$ cat config.mk
export PLATFORM = sky130hd
export DESIGN_NAME = tcdm_bank_init_arb
export DESIGN_NICKNAME = d
export VERILOG_FILES = /design/src/rtl/tcdm_bank_init_arb.sv
export SDC_FILE = /design/constraint.sdc
export NUM_CORES = 1
export LEC_CHECK = 0
export ABC_AREA = 0
export CORE_ASPECT_RATIO = 0.9
export CORE_MARGIN = 5
export CORE_UTILIZATION = 24
export CTS_CLUSTER_SIZE = 40
export DETAILED_ROUTE_END_ITERATION = 7
export GPL_TIMING_DRIVEN = 0
export PLACE_DENSITY = 0.95
export SLEW_MARGIN = 40
export SYNTH_ARGS = -nofsm -noshare
export SYNTH_HDL_FRONTEND = slang
export SYNTH_SLANG_ARGS = --single-unit
$ cat constraint.sdc
create_clock -name clk_i -period 2.4 [get_ports clk_i]
set_clock_uncertainty 0.1 [all_clocks]
set_input_delay 0.36 -clock clk_i [delete_from_list [all_inputs] [get_ports clk_i]]
set_output_delay 0.36 -clock clk_i [all_outputs]
set_load 0.005 [all_outputs]
$ cat src/rtl/tcdm_bank_init_arb.sv
// -----------------------------------------------------------------------------
// tcdm_bank_init_arb
//
// Front stage that sits directly upstream of one TCDM SRAM bank.
//
// After reset, or when init_req_i is pulsed while running, the block walks
// the whole bank and writes INIT_VALUE to every word, one word per cycle.
// Cluster traffic is stalled (never granted) while it does so. Otherwise
// every upstream request is granted in the cycle it is presented and is
// passed straight through to the bank pins. The response valid comes one
// cycle later, for reads and writes alike.
//
// Ports
//   clk_i, rst_i            clock, asynchronous active-high reset
//   init_req_i              single-cycle request to re-initialise the bank
//   init_busy_o             high while the init walk is in progress
//   init_done_o             one-cycle pulse in the first cycle after a walk
//   req_i/gnt_o             upstream request / grant
//   add_i                   upstream byte address (word bits are used only)
//   wen_i                   1 = read, 0 = write
//   be_i, data_i            upstream byte enables and write data
//   r_data_o, r_valid_o     upstream response (read data is 0 for writes)
//   bank_req_o .. bank_data_o  SRAM bank pins (chip enable, word address,
//                           read/write, byte enables, write data)
//   bank_r_data_i           SRAM read data, valid one cycle after a read
//
// ADDR_WIDTH must be larger than $clog2(BANK_SIZE)+2 so that at least one
// upper address bit exists to be ignored.
// -----------------------------------------------------------------------------
module tcdm_bank_init_arb #(
  parameter int unsigned           BANK_SIZE  = 256,
  parameter int unsigned           DATA_WIDTH = 32,
  parameter int unsigned           ADDR_WIDTH = 32,
  parameter logic [DATA_WIDTH-1:0] INIT_VALUE = {DATA_WIDTH{1'b0}}
) (
  input  logic                          clk_i,
  input  logic                          rst_i,
  input  logic                          init_req_i,
  output logic                          init_busy_o,
  output logic                          init_done_o,
  input  logic                          req_i,
  output logic                          gnt_o,
  input  logic [ADDR_WIDTH-1:0]         add_i,
  input  logic                          wen_i,
  input  logic [DATA_WIDTH/8-1:0]       be_i,
  input  logic [DATA_WIDTH-1:0]         data_i,
  output logic [DATA_WIDTH-1:0]         r_data_o,
  output logic                          r_valid_o,
  output logic                          bank_req_o,
  output logic [$clog2(BANK_SIZE)-1:0]  bank_add_o,
  output logic                          bank_wen_o,
  output logic [DATA_WIDTH/8-1:0]       bank_be_o,
  output logic [DATA_WIDTH-1:0]         bank_data_o,
  input  logic [DATA_WIDTH-1:0]         bank_r_data_i
);

  localparam int unsigned BANK_AW = $clog2(BANK_SIZE);
  localparam int unsigned BE_W    = DATA_WIDTH / 8;
  localparam logic [BANK_AW-1:0] LAST_ADDR = BANK_AW'(BANK_SIZE - 1);

  typedef enum logic {
    ST_INIT = 1'b0,
    ST_RUN  = 1'b1
  } state_e;

  state_e               r_state;
  logic [BANK_AW-1:0]   r_cnt;
  logic                 r_valid;
  logic                 r_rd;
  logic                 r_done;

  logic                 w_gnt;
  logic                 w_last;
  logic [BANK_AW-1:0]   w_word_add;
  logic                 w_unused_add;

  // Word address inside the bank: drop the byte offset and everything above
  // the bank size.
  assign w_word_add   = add_i[BANK_AW+1:2];
  assign w_unused_add = ^{add_i[ADDR_WIDTH-1:BANK_AW+2], add_i[1:0]};

  // A request is only granted while running; reset masks it immediately.
  assign w_gnt  = (~rst_i) & (r_state == ST_RUN) & req_i;
  assign w_last = (r_cnt == LAST_ADDR);

  // FSM, init counter and registered response/done flags.
  always_ff @(posedge clk_i or posedge rst_i) begin
    if (rst_i) begin
      r_state <= ST_INIT;
      r_cnt   <= {BANK_AW{1'b0}};
      r_valid <= 1'b0;
      r_rd    <= 1'b0;
      r_done  <= 1'b0;
    end else begin
      // Response for whatever was granted this cycle; init writes are never
      // granted so they never produce a response.
      r_valid <= w_gnt;
      r_rd    <= w_gnt & wen_i;
      case (r_state)
        ST_INIT: begin
          // Counter wraps to 0 naturally after the last word.
          r_cnt <= r_cnt + BANK_AW'(1);
          if (w_last) begin
            r_state <= ST_RUN;
            r_done  <= 1'b1;
          end else begin
            r_state <= ST_INIT;
            r_done  <= 1'b0;
          end
        end
        ST_RUN: begin
          r_done <= 1'b0;
          // The request presented alongside init_req_i is still granted
          // above; the walk starts on the following cycle.
          if (init_req_i) begin
            r_state <= ST_INIT;
            r_cnt   <= {BANK_AW{1'b0}};
          end else begin
            r_state <= ST_RUN;
            r_cnt   <= r_cnt;
          end
        end
        default: begin
          r_state <= ST_INIT;
          r_cnt   <= {BANK_AW{1'b0}};
          r_done  <= 1'b0;
        end
      endcase
    end
  end

  // Bank pin multiplexer: init walk owns the bank, otherwise pass-through.
  always_comb begin
    bank_req_o  = 1'b0;
    bank_add_o  = {BANK_AW{1'b0}};
    bank_wen_o  = 1'b1;
    bank_be_o   = {BE_W{1'b0}};
    bank_data_o = {DATA_WIDTH{1'b0}};
    case (r_state)
      ST_INIT: begin
        bank_req_o  = ~rst_i;
        bank_add_o  = r_cnt;
        bank_wen_o  = 1'b0;
        bank_be_o   = {BE_W{1'b1}};
        bank_data_o = INIT_VALUE;
      end
      ST_RUN: begin
        bank_req_o  = (~rst_i) & req_i;
        bank_add_o  = w_word_add;
        bank_wen_o  = wen_i;
        bank_be_o   = be_i;
        bank_data_o = data_i;
      end
      default: begin
        bank_req_o  = 1'b0;
        bank_add_o  = {BANK_AW{1'b0}};
        bank_wen_o  = 1'b1;
        bank_be_o   = {BE_W{1'b0}};
        bank_data_o = {DATA_WIDTH{1'b0}};
      end
    endcase
  end

  // Read data is only forwarded for read responses; writes answer with 0.
  always_comb begin
    if (r_valid & r_rd) begin
      r_data_o = bank_r_data_i;
    end else begin
      r_data_o = {DATA_WIDTH{1'b0}};
    end
  end

  assign gnt_o       = w_gnt;
  assign r_valid_o   = r_valid;
  assign init_busy_o = (r_state == ST_INIT);
  assign init_done_o = r_done;

endmodule

Yosys cells after proc, flatten, opt, wreduce, memory -nomap -nowiden
Index checks and enable logic that the tools add are counted.

word-level totals
  register bits after elaboration = 12
  input port bits = 105
  output and inout port bits = 82
  logic and storage cells = 27

operators by class
  add/subtract/negate cells = 1
  eq/ne operators = 2
  mux-type cells = 12
  bitwise logic cells = 7

operators with widths
  operator                                     count
  case mux 32 bit (2 select lines)             1
  2-to-1 mux 32 bit                            1
  case mux 8 bit (2 select lines)              2
  adder 8 x 1 -> 8 bit, second input constant  1
  == test 8 bit, second input constant         1
  2-to-1 mux 8 bit                             1
  case mux 1 bit (2 select lines)              4
  case mux 4 bit (2 select lines)              1
  bitwise AND 1 bit                            5
  2-to-1 mux 1 bit                             2
  != test 2 bit, second input constant         1
  NOT 1 bit                                    2

Logic depth before layout (Yosys ltp)
  word-level depth = 4
  depth in mapped cells = 4
  depth with buffers taken out = 4

Worst setup path after synthesis
No wires, ideal clock.

  kind = register -> register
  from = register r_cnt[0]
  to = register r_cnt[6]
  setup time = 87 ps
  data arrival time = 1249 ps
  data required time = 2213 ps
  setup slack = 964 ps
  cell stages (with the launch flop) = 5
  path buffers = 0
  clock period less this slack = 1436 ps
  path through = dfrtp_1 > ha_1 > nand2_1 > or4_1 > o211ai_1

between the ends
  longest elaborated chain between the ends = 2

RTL lines
  what                             RTL line  source
  start: declaration               67        logic [BANK_AW-1:0] r_cnt;
  start signal: assignment         90        r_cnt <= {BANK_AW{1'b0}};
  start signal: assignment         102       r_cnt <= r_cnt + BANK_AW'(1);
  start signal: assignment         117       r_cnt <= {BANK_AW{1'b0}};
  adder 8 x 1 -> 8 bit             102
  case mux 8 bit (2 select lines)  99        case (r_state)

No other way between the ends.
A chain may end at the register's enable or synchronous reset.

Worst setup path after layout
  from = register r_state
  to = output port bank_data_o[23]

between the ends
  longest elaborated chain between the ends = 2

RTL lines
  what                                  RTL line  source
  start: declaration                    66        state_e r_state;
  start signal: assignment              89        r_state <= ST_INIT;
  start signal: assignment              104       r_state <= ST_RUN;
  start signal: assignment              107       r_state <= ST_INIT;
  NOT 1 bit                             -
  case mux 32 bit (2 select lines) (*)  139       case (r_state)
  end: declaration                      53        output logic [DATA_WIDTH-1:0] bank_data_o,

Every way passes the cells marked *; elsewhere a longest branch is shown, timed or not.

==> run_summary.xml <==
<?xml version="1.0" encoding="UTF-8"?>
<metrics>
  <group name="clock_tree">
    <metric name="clkSlewWorstSetupHoldPaths" unit="ns">0.05</metric>
    <metric name="clock_tree.htree_level_count" unit="">1</metric>
    <metric name="cts_tree" unit="">yes</metric>
    <metric name="cts-root-buf" unit="">clkbuf_8</metric>
    <metric name="holdBufCountCts" unit="">0</metric>
    <metric name="cts_sinks" unit="">12</metric>
    <metric name="clk-insertion-delay-late" unit="ns">0.24</metric>
    <metric name="clk_path_buf_depth" unit="">2</metric>
    <metric name="clock_buffers_created_by_tritoncts" unit="">3</metric>
  </group>
  <group name="power">
    <metric name="power_switching_share" unit="">0.308</metric>
    <metric name="irDropWorstVdd" unit="V">0.000279</metric>
    <metric name="clockPowerShare" unit="">0.208</metric>
    <metric name="powerDensity" unit="nW/um^2">362</metric>
    <metric name="share_seq_of_total_power" unit="">0.343</metric>
    <metric name="switching_power" unit="uW">330</metric>
    <metric name="p_leak" unit="nW">1.26</metric>
    <metric name="internal_power" unit="uW">739</metric>
    <metric name="combinationalPowerShare" unit="">0.449</metric>
  </group>
  <group name="timing">
    <metric name="timing.final.setup_violations" unit="">0</metric>
    <metric name="count_of_endpoints_failing_hold_in_the_final_timing_report" unit="">0</metric>
    <metric name="maxClockFrequency" unit="MHz">438</metric>
    <metric name="slew-limit-headroom" unit="">0.723</metric>
    <metric name="fin_setup_tns" unit="ns">0</metric>
    <metric name="rsz0062_at_grt" unit="">no</metric>
    <metric name="maxSlewViolCount" unit="">0</metric>
    <metric name="tightestPinTransition" unit="ns">0.416</metric>
    <metric name="period_minus_slack" unit="ns">2.29</metric>
    <metric name="timing.final.crit_share" unit="">0.952</metric>
  </group>
  <group name="critical_path">
    <metric name="crit_path_end" unit="">bank_data_o[23]</metric>
    <metric name="worst_r2r_startpoint" unit="">r_cnt[0]</metric>
    <metric name="worst-r2r-setup-slack" unit="ns">0.79</metric>
    <metric name="timing.rr.end" unit="">r_cnt[6]</metric>
    <metric name="crit_fanout" unit="">10</metric>
    <metric name="critPathCaptureType" unit="">output port</metric>
    <metric name="worst_path_largest_cell_delay" unit="ns">0.52</metric>
    <metric name="worst-endpoint-arrival" unit="ns">1.83</metric>
    <metric name="crit_slowest_cell" unit="">clkdlybuf4s50_1</metric>
    <metric name="worst-endpoint-required" unit="ns">1.94</metric>
    <metric name="crit_path_cell_trace" unit="">buf_2 -&gt; clkbuf_2 -&gt; and2_1 -&gt; clkdlybuf4s50_1</metric>
    <metric name="timing.reg2reg.worst_path_depth" unit="">4</metric>
    <metric name="setup.worst_path.class" unit="">register to output port</metric>
    <metric name="critical_path.startpoint" unit="">r_state</metric>
    <metric name="critPathLaunchType" unit="">register</metric>
  </group>
  <group name="floorplanning">
    <metric name="dieArea" unit="sq um">6150</metric>
    <metric name="floorplan.die.width" unit="um">82.1</metric>
    <metric name="rows" unit="">23</metric>
    <metric name="floorplan.initialDensity" unit="">0.250</metric>
    <metric name="fp.coreArea" unit="sq um">4490</metric>
    <metric name="num_io_pins" unit="">187</metric>
    <metric name="die_y" unit="um">74.9</metric>
  </group>
  <group name="worst_hold_path">
    <metric name="worst_hold_path_type" unit="">primary input to asynchronous set/reset pin</metric>
  </group>
  <group name="cells_and_area">
    <metric name="post_route_cells_drive_above_1_share" unit="">0.0820</metric>
    <metric name="layout.cells.most_common_list" unit="">clkdlybuf4s50_1, and2_1, and3_1, dfrtp_1</metric>
    <metric name="final_nets" unit="">424</metric>
    <metric name="filler_cell_count" unit="">372</metric>
    <metric name="antenna-diode-count" unit="">0</metric>
    <metric name="regArea" unit="sq um">300</metric>
    <metric name="synthToLayoutAreaGrowth" unit="%">163</metric>
    <metric name="mostFrequentLayoutCell" unit="">clkdlybuf4s50_1</metric>
    <metric name="multiInputGateArea" unit="sq um">768</metric>
    <metric name="non_filler_instances" unit="">379</metric>
  </group>
  <group name="grt">
    <metric name="grt_util_met1" unit="">0.172</metric>
    <metric name="grt_pass1_wl" unit="um">8180</metric>
    <metric name="grt_use_met3" unit="">0.0885</metric>
    <metric name="largest_net_degree_at_the_start_of_global_routing" unit="">15</metric>
    <metric name="number_of_antenna_violations_at_the_first_check_in_global_routing" unit="">0</metric>
    <metric name="grt_util_met2" unit="">0.323</metric>
    <metric name="first_global_vias" unit="">1760</metric>
    <metric name="gr-max-usage-layer" unit="">met2</metric>
    <metric name="groute.usage.overall" unit="">0.172</metric>
    <metric name="globalRouteOverflowTotal" unit="">0</metric>
  </group>
  <group name="logic_synthesis">
    <metric name="synthesis.instances" unit="">144</metric>
    <metric name="synth_top_family_by_area" unit="">simple AND/OR/NAND/NOR gates</metric>
    <metric name="synthDistinctLibCells" unit="">26</metric>
    <metric name="fraction_of_the_mapped_netlist_area_in_adder_cells" unit="">0.0111</metric>
    <metric name="synth-compound-area-share" unit="">0.100</metric>
    <metric name="syn-mean-instance-area" unit="sq um">7.80</metric>
    <metric name="dominantRegCellSynth" unit="">dfrtp_1</metric>
    <metric name="synth_warnings" unit="">0</metric>
    <metric name="synth-seq-area-share" unit="">0.267</metric>
    <metric name="yosys.area_share.simple" unit="">0.502</metric>
    <metric name="muxShareOfSynthArea" unit="">0.0702</metric>
    <metric name="number_of_synthesized_flops_with_an_enable_pin" unit="">0</metric>
    <metric name="xor_xnor_portion_of_the_synthesized_cell_area" unit="">0</metric>
    <metric name="synth_area" unit="sq um">1120</metric>
    <metric name="synth-seq-cells" unit="">12</metric>
    <metric name="synthArstFlopShare" unit="">1.00</metric>
    <metric name="synth_fp_nets" unit="">250</metric>
  </group>
  <group name="drt">
    <metric name="final_wirelength" unit="um">5690</metric>
    <metric name="vias" unit="">1755</metric>
    <metric name="route.detailed.vias_per_inst" unit="">4.63</metric>
    <metric name="drc" unit="">0</metric>
    <metric name="drt_first_pass_iters" unit="">4</metric>
    <metric name="antenna_violating_nets_post_route" unit="">0</metric>
    <metric name="per_cell_routed_wire_length" unit="um">15.0</metric>
    <metric name="detailedRoute.firstIterationViolations" unit="">35</metric>
  </group>
  <group name="placed_design">
    <metric name="dp_hpwl" unit="um">4800</metric>
    <metric name="place_congestion" unit="">0.748</metric>
    <metric name="place.port_buffers" unit="">162</metric>
    <metric name="placedCellCount" unit="">368</metric>
  </group>
  <group name="run">
    <metric name="max-cap-violations" unit="">0</metric>
  </group>
  <group name="status">
    <metric name="result_of_the_run" unit="">finished, final reports clean</metric>
  </group>
</metrics>
-- worst min path at each step --
stage                   from           to  slack (ns)  cells after the start
floorplan              rst_i  init_done_o        0.14                      1
global placement    r_cnt[4]     r_cnt[4]        0.44                      1
detailed placement  r_cnt[4]     r_cnt[4]        0.45                      1
CTS                    rst_i     r_cnt[5]        0.32                      2
global route           rst_i         r_rd        0.40                      3
finish                 rst_i     r_cnt[7]        0.39                      3
-- per-layer routing --
metal / vias to the layer above / part of all wire
met3: 5 / 0.16
met5: - / 0
met2: 123 / 0.47
met1: 775 / 0.36
li1: 852 / -
met4: 0 / 0.0060
-- synth_stat cells (all sizes together) (2+ instances only) --
| cell type | count | share of area |
|---|---|---|
| and2 | 34 | 0.19 |
| or4 | 3 | 0.020 |
| dfrtp | 12 | 0.27 |
| clkbuf | 10 | 0.033 |
| buf | 2 | 0.0089 |
| nand3 | 5 | 0.027 |
| nand2b | 4 | 0.022 |
| nor2 | 2 | 0.0067 |
| nand2 | 7 | 0.023 |
| o211ai | 3 | 0.020 |
| inv | 2 | 0.0067 |
| a31oi | 2 | 0.011 |
| and3 | 34 | 0.19 |
| o31ai | 2 | 0.013 |
| o21ai | 6 | 0.027 |
| mux2 | 7 | 0.070 |
-- layout make-up --
class / instances / area share
Tap cell: 62 / 0.0263
Inverter: 2 / 0.00382
Sequential cell: 12 / 0.102
Multi-Input combinational cell: 118 / 0.260
Buffer: 12 / 0.0174
Timing Repair Buffer: 169 / 0.572
Clock buffer: 4 / 0.0187
-- power by group through the flow --
stage                     Clock, mW  Sequential [mW]  Combinational (mW)
after floorplan                   0            0.336               0.180
after global placement            0            0.358               0.450
after detailed placement          0            0.363               0.470
after CTS                     0.226            0.363               0.474
after global routing          0.239            0.380               0.518
final                         0.222            0.367               0.480
-- per-stage QoR --
stage	utilization	hold WS [ns]	cell area (sq um)	power (mW)	worst slack (ns)
6_report	0.657	0.390	2950	1.07	0.114
5_1_grt	0.657	0.398	2950	1.14	0.00162
4_1_cts	0.643	0.323	2890	1.06	-0.00313
3_5_place_dp	0.629	0.450	2820	0.833	-0.0448
3_3_place_gp	0.629	0.442	2820	0.808	-0.00598
2_1_floorplan	-	0.138	1120	0.516	0.964
-- cells by family after synthesis --
| kind of cell | after synthesis |
|---|---|
| AND/OR/NAND/NOR | 93 |
| multiplexers | 7 |
| flip-flops | 12 |
| buffers and inverters | 14 |
| AO/OA/AOI/OAI | 17 |
| adder cells (fa/ha/maj) | 1 |
-- registers in the layout (all words and copies together) (netlist names) --
signal / cells
r_valid_o: 1
r_cnt: 8
r_rd: 1
init_done_o: 1
r_state: 1
-- critical path: cells and delay by family, from the launching register on --
kind                   cells  cell delay (ns)
buffers and inverters      3             1.01
flip-flops                 1             0.42
AND/OR/NAND/NOR            1             0.15
-- repair_timing --
action                     in CTS  in global routing
buffers inserted                0                  7
setup endpoints to repair       4                  1
resized for setup               4                  0
(Power assumes the default switching activity.)
